--- src/rtl/aes_round_sequencer_pkg.sv ---
// Shared types and round-count helpers for the iterative AES block engine controller.
package aes_pkg;

    typedef logic [127:0] aes_block_t;

    typedef enum logic [1:0] {
        ST_IDLE,
        ST_ADDKEY,
        ST_ROUND,
        ST_DONE
    } aes_seq_state_e;

    localparam int AES_NR128 = 10;
    localparam int AES_NR192 = 12;
    localparam int AES_NR256 = 14;

    // Zero marks an unsupported key length.
    function automatic int aes_nr(input int key_bits);
        case (key_bits)
            128:     return AES_NR128;
            192:     return AES_NR192;
            256:     return AES_NR256;
            default: return 0;
        endcase
    endfunction

endpackage

--- src/rtl/aes_round_sequencer.sv ---
// Iterative AES round sequencer: one-deep input buffer, ADDKEY + NR rounds, push under backpressure.
// Build option AES_SEQ_PREFETCH_EN: accept the next block while the current one is in flight.
module aes_round_sequencer
    import aes_pkg::*;
#(
    parameter int KEY_BITS = 128,
    parameter int ADDR_W   = 5
) (
    input  logic              clk,
    input  logic              rst,
    input  logic              in_valid,
    output logic              in_ready,
    input  logic [127:0]      in_data,
    input  logic              in_encrypt,
    output logic [ADDR_W-1:0] rk_addr,
    input  logic [127:0]      rk_data,
    output logic [127:0]      rnd_in,
    output logic              rnd_encrypt,
    output logic              rnd_last,
    input  logic [127:0]      rnd_out,
    input  logic              tx_fifo_full,
    output logic              tx_push,
    output logic [127:0]      tx_fifo_in,
    output logic              data_done,
    output logic              busy
);

    localparam int NR = aes_nr(KEY_BITS);
    localparam logic [ADDR_W-1:0] NR_A = ADDR_W'(NR);

    if (NR == 0) begin : g_bad_key_bits
        $error("aes_round_sequencer: unsupported KEY_BITS=%0d", KEY_BITS);
    end
    if ((2 ** ADDR_W) <= NR) begin : g_bad_addr_w
        $error("aes_round_sequencer: ADDR_W=%0d too narrow for NR=%0d", ADDR_W, NR);
    end

    aes_seq_state_e    state;
    aes_block_t        in_buf;
    aes_block_t        state_reg;
    logic              buf_mode;
    logic              buf_full;
    logic              cur_mode;
    logic [ADDR_W-1:0] rcnt;
    logic              handshake;
    logic              push;

    always_comb begin
`ifdef AES_SEQ_PREFETCH_EN
        in_ready = !rst && !buf_full;
`else
        in_ready = !rst && (state == ST_IDLE) && !buf_full;
`endif
        push      = !rst && (state == ST_DONE) && !tx_fifo_full;
        handshake = in_valid && in_ready;
    end

    assign tx_push     = push;
    assign data_done   = push;
    assign busy        = !rst && ((state != ST_IDLE) || buf_full);
    assign rnd_in      = state_reg;
    assign rnd_encrypt = cur_mode;
    assign rnd_last    = !rst && (state == ST_ROUND) && (rcnt == NR_A);
    assign tx_fifo_in  = rst ? '0 : state_reg;

    // Decryption walks the key schedule backwards from NR.
    always_comb begin
        rk_addr = '0;
        if (!rst) begin
            case (state)
                ST_ADDKEY: rk_addr = buf_mode ? '0 : NR_A;
                ST_ROUND:  rk_addr = cur_mode ? rcnt : NR_A - rcnt;
                default:   rk_addr = '0;
            endcase
        end
    end

    always_ff @(posedge clk) begin
        if (rst) begin
            state     <= ST_IDLE;
            in_buf    <= '0;
            buf_mode  <= 1'b0;
            buf_full  <= 1'b0;
            cur_mode  <= 1'b0;
            state_reg <= '0;
            rcnt      <= '0;
        end else begin
            if (handshake) begin
                in_buf   <= in_data;
                buf_mode <= in_encrypt;
            end
            if (state == ST_ADDKEY) begin
                buf_full <= 1'b0;
            end
            if (handshake) begin
                buf_full <= 1'b1;
            end

            case (state)
                ST_IDLE: begin
                    if (handshake || buf_full) begin
                        state <= ST_ADDKEY;
                    end
                end
                ST_ADDKEY: begin
                    state_reg <= in_buf ^ rk_data;
                    cur_mode  <= buf_mode;
                    rcnt      <= ADDR_W'(1);
                    state     <= ST_ROUND;
                end
                ST_ROUND: begin
                    state_reg <= rnd_out;
                    if (rcnt == NR_A) begin
                        state <= ST_DONE;
                    end else begin
                        rcnt <= rcnt + 1'b1;
                    end
                end
                ST_DONE: begin
                    // A block taken in the push cycle is chained directly, as if already buffered.
                    if (push) begin
                        state <= (buf_full || handshake) ? ST_ADDKEY : ST_IDLE;
                    end
                end
                default: state <= ST_IDLE;
            endcase
        end
    end

endmodule

--- config.mk ---
export PLATFORM = sky130hd
export DESIGN_NAME = aes_round_sequencer
export DESIGN_NICKNAME = d
export VERILOG_FILES = /design/src/rtl/aes_round_sequencer_pkg.sv /design/src/rtl/aes_round_sequencer.sv
export SDC_FILE = /design/constraint.sdc
export NUM_CORES = 1
export LEC_CHECK = 0
export BUFFER_PORTS_ARGS = -buffer_cell sky130_fd_sc_hd__buf_2
export CELL_PAD_IN_SITES_DETAIL_PLACEMENT = 0
export CELL_PAD_IN_SITES_GLOBAL_PLACEMENT = 2
export CORE_AREA = 2 2 257 259
export CTS_CLUSTER_DIAMETER = 120
export CTS_CLUSTER_SIZE = 28
export DETAILED_ROUTE_END_ITERATION = 8
export DIE_AREA = 0 0 259 261
export PLACE_DENSITY_LB_ADDON = 0.1
export RECOVER_POWER = 100
export SLEW_MARGIN = 20
export SYNTH_ARGS = -nofsm -noshare
export SYNTH_HDL_FRONTEND = slang
export SYNTH_SLANG_ARGS = --single-unit
--- constraint.sdc ---
create_clock -name clk -period 3.1 [get_ports clk]
set_clock_uncertainty 0.2 [all_clocks]
set_input_delay 0.155 -clock clk [delete_from_list [all_inputs] [get_ports clk]]
set_output_delay 0.155 -clock clk [all_outputs]
set_load 0.1 [all_outputs]
==> impl_metrics.py <==
metrics = {
    "run_status": {
        "status": "finished, final reports clean",
    },
    "layout": {
        "register_area_um2": 5330,
        "layout_common_cells": "400 x buf_2, 390 x dlygate4sd3_1, 266 x dfxtp_1",
        "final_common_cell": "buf_2",
        "layout-drive-gt1-share_pct": 22.8,
        "nFillCells": 7169,
        "nNetsFinal": 2847,
        "post-route-cell-area_um2": 21100,
        "multi_input_area_um2": 6930,
        "syn_to_final_growth_pct": 64.0,
    },
    "cts": {
        "cts_tree": "built",
        "clk_pin_slew_ns": 0.12,
        "cts_max_level": 1,
        "clock_sinks": 266,
        "cts-buffers-inserted": 15,
        "clk_path_buf_depth": 3,
        "cts-root-buf": "clkbuf_16",
        "cts_setup_buffers": 0,
        "clkLatencyLatePin_ns": 0.52,
    },
    "yosys": {
        "netlist_area_um2": 12900,
        "synthCells": 1487,
        "ys_types": 43,
        "yosysWarnings": 0,
        "ys_ff_latch": 266,
        "seq_area_frac_synth_pct": 41.3,
        "avgSynthCellArea_um2": 8.67,
        "synth.net_count": 1884,
    },
    "detailed_routing": {
        "drc_errors": 0,
        "wire_per_inst_um": 17.6,
        "via_count": 13743,
        "postRouteAntennaNets": 0,
        "dr.pass1.iters": 5,
        "drt_wl_total_um": 58500,
        "via_per_inst": 4.12,
        "drtIter0Drc": 500,
    },
    "timing": {
        "setup_viol": 0,
        "rsz0062_at_grt": "false",
        "period_share_pct": 95.6,
        "finalMaxSlewViolations": 0,
        "tns_ns": 0,
        "max_slew_margin_pct": 14.2,
        "tightestPinTransition_ns": 1.29,
        "finalHoldViolCount": 0,
        "min_period_ns": 2.96,
        "max_freq_mhz": 338,
    },
    "die": {
        "ios": 656,
        "fp-row-count": 94,
        "start_util_pct": 19.8,
        "core_um2": 65000,
        "dieArea_um2": 67600,
        "dieWidth_um": 259,
        "die_h_um": 261,
    },
    "critical_path": {
        "cp_data_required_time_ns": 2.74,
        "worstPathArrival_ns": 2.61,
        "critical_path_class": "in2out",
        "crit_path_start_kind": "input port",
        "path_max_fanout": 112,
        "end_kind": "output pin",
    },
    "power_and_ir_drop": {
        "finalPower_mw": 23.7,
        "powerDensity_nw_per_um2": 1120,
        "pwr-share-comb_pct": 65.9,
        "ir_drop_mv": 0.845,
        "pwr-share-seq_pct": 23.8,
        "pwr-share-clk_pct": 10.3,
        "switching_share_pct": 59.9,
        "intPower_mw": 9.51,
        "power_switching_mw": 14.2,
        "leakagePower_nw": 9.63,
    },
    "grt": {
        "grt_pass1_wl_um": 85200,
        "grt_pass1_vias": 13795,
        "antenna_found_initial": 21,
        "grtUsageTotal_pct": 16.3,
        "grt_overflow_total": 0,
        "grt_max_degree": 113,
    },
    "job": {
        "cap_violations": 0,
    },
    "placed_design": {
        "hpwl_um": 42200,
        "io_buffers": 655,
        "dpl_cell_area_um2": 17000,
        "gp_congestion": 0.768,
    },
    "hold_path": {
        "min_path_type": "in2reg",
    },
}
## cell type report
cell class | count | share of cell area, %
repair buffers | 1066 | 34.2
multi-input cells | 1093 | 32.8
flip-flops and latches | 266 | 25.2
well taps | 864 | 5.11
clock buffers | 16 | 1.84
clock inverters | 8 | 0.533
inverters | 8 | 0.225
diodes | 13 | 0.154
## path summary, 6_finish.rpt
kind | slack (ns) | endpoint | start | cells after the start
hold / removal | 0.15 | in_buf[112]$_SDFFE_PP0P_ | in_data[112] | 4
setup / recovery | 0.14 | tx_fifo_in[82] | rst | 5
hold reg to reg | 0.27 | in_buf[71]$_SDFFE_PP0P_ | in_buf[71]$_SDFFE_PP0P_ | 2
setup reg to reg | 0.23 | rnd_in[22]$_SDFFE_PP0N_ | state[1]$_SDFFE_PP0P_ | 6
## kinds of logic (layout without fill, tap and decap cells)
logic type | Yosys count | count (layout) | share of synthesized area [%]
AND/OR/NAND/NOR | 543 | 543 | 21.2
other | 0 | 13 | 0
AO/OA/AOI/OAI | 281 | 281 | 12.5
buffers and inverters | 128 | 1098 | 5.17
adder cells (fa/ha/maj) | 8 | 8 | 0.776
XOR/XNOR | 130 | 130 | 8.83
flip-flops | 266 | 266 | 41.3
multiplexers | 131 | 131 | 10.2
## cells in the mapped netlist
master     number  area (µm²)
nand3b_1        1        7.51
buf_6          15         169
and2_1          1        6.26
nand3_1         3        15.0
mux2i_1       130        1300
o21a_1          1        7.51
a21oi_1         7        35.0
nand4bb_1       1        11.3
dfxtp_1       266        5330
inv_1           6        22.5
clkbuf_1       67         251
a222oi_1        1        10.0
a311oi_1        1        8.76
nor2_1          6        22.5
o21ai_1        78         390
buf_4           3        22.5
clkbuf_8        3        41.3
a211o_1         1        8.76
xor2_1        128        1120
o21ai_0        55         275
inv_2           2        7.51
buf_2          21         105
nand2b_1      130         813
nand2_1       262         983
a41oi_1         2        17.5
nand4b_1        1        8.76
ha_1            8         100
nor4bb_1        1        10.0
o32ai_1         1        8.76
o22ai_1       129         807
a211o_2         1        10.0
or3_1           1        6.26
or2b_2          1        8.76
a221o_1         1        10.0
nor2b_1       130         813
buf_1           6        22.5
mux2_2          1        11.3
nor3b_1         1        7.51
a211oi_1        3        22.5
clkbuf_2        5        25.0
xnor2_1         2        17.5
and2b_2         1        8.76
nor3_1          3        15.0
## layer usage
| layer | up-vias | GRT usage [%] | routed length, µm |
|---|---|---|---|
| met5 | - | 0 | 83 |
| met4 | 16 | 3.95 | 1000 |
| met3 | 59 | 2.56 | 2560 |
| met2 | 336 | 29.4 | 29600 |
| met1 | 6434 | 20.2 | 25300 |
| li1 | 6898 | - | - |
## power by group through the flow
stage | clock (mW) | sequential, mW | combinational (mW)
after floorplan | 0 | 10.9 | 6.76
after global placement | 0 | 5.71 | 14.8
after detailed placement | 0 | 5.72 | 14.8
after CTS | 2.62 | 5.65 | 16.1
after global routing | 2.69 | 5.80 | 16.4
final | 2.44 | 5.65 | 15.6
## stage by stage
| step | hold WS, ns | instances | setup slack [ns] | utilization (%) |
|---|---|---|---|---|
| final | 0.148 | 3334 | 0.137 | 32.5 |
| after global routing | 0.148 | 3334 | 0.00933 | 32.5 |
| after global placement | 0.149 | 2907 | 0.638 | 26.2 |
| after CTS | 0.103 | 3321 | 0.00664 | 32.9 |
| after detailed placement | 0.153 | 2907 | 0.565 | 26.2 |
| after floorplan | 0.0636 | 1487 | 0.204 | - |
## repair_timing
action	4_1_cts	5_1_grt
hold buffers	390	0
resized for setup	0	2
endpoints found under the setup margin	0	102
endpoints found under the hold margin	261	0
## worst max-delay path, cell delays in order
cell           delay (ns)
dlygate4sd3_1        0.59
buf_6                0.44
buf_6                0.78
nor2b_1              0.11
clkbuf_2             0.41
Power figures use the tool's default switching activity.
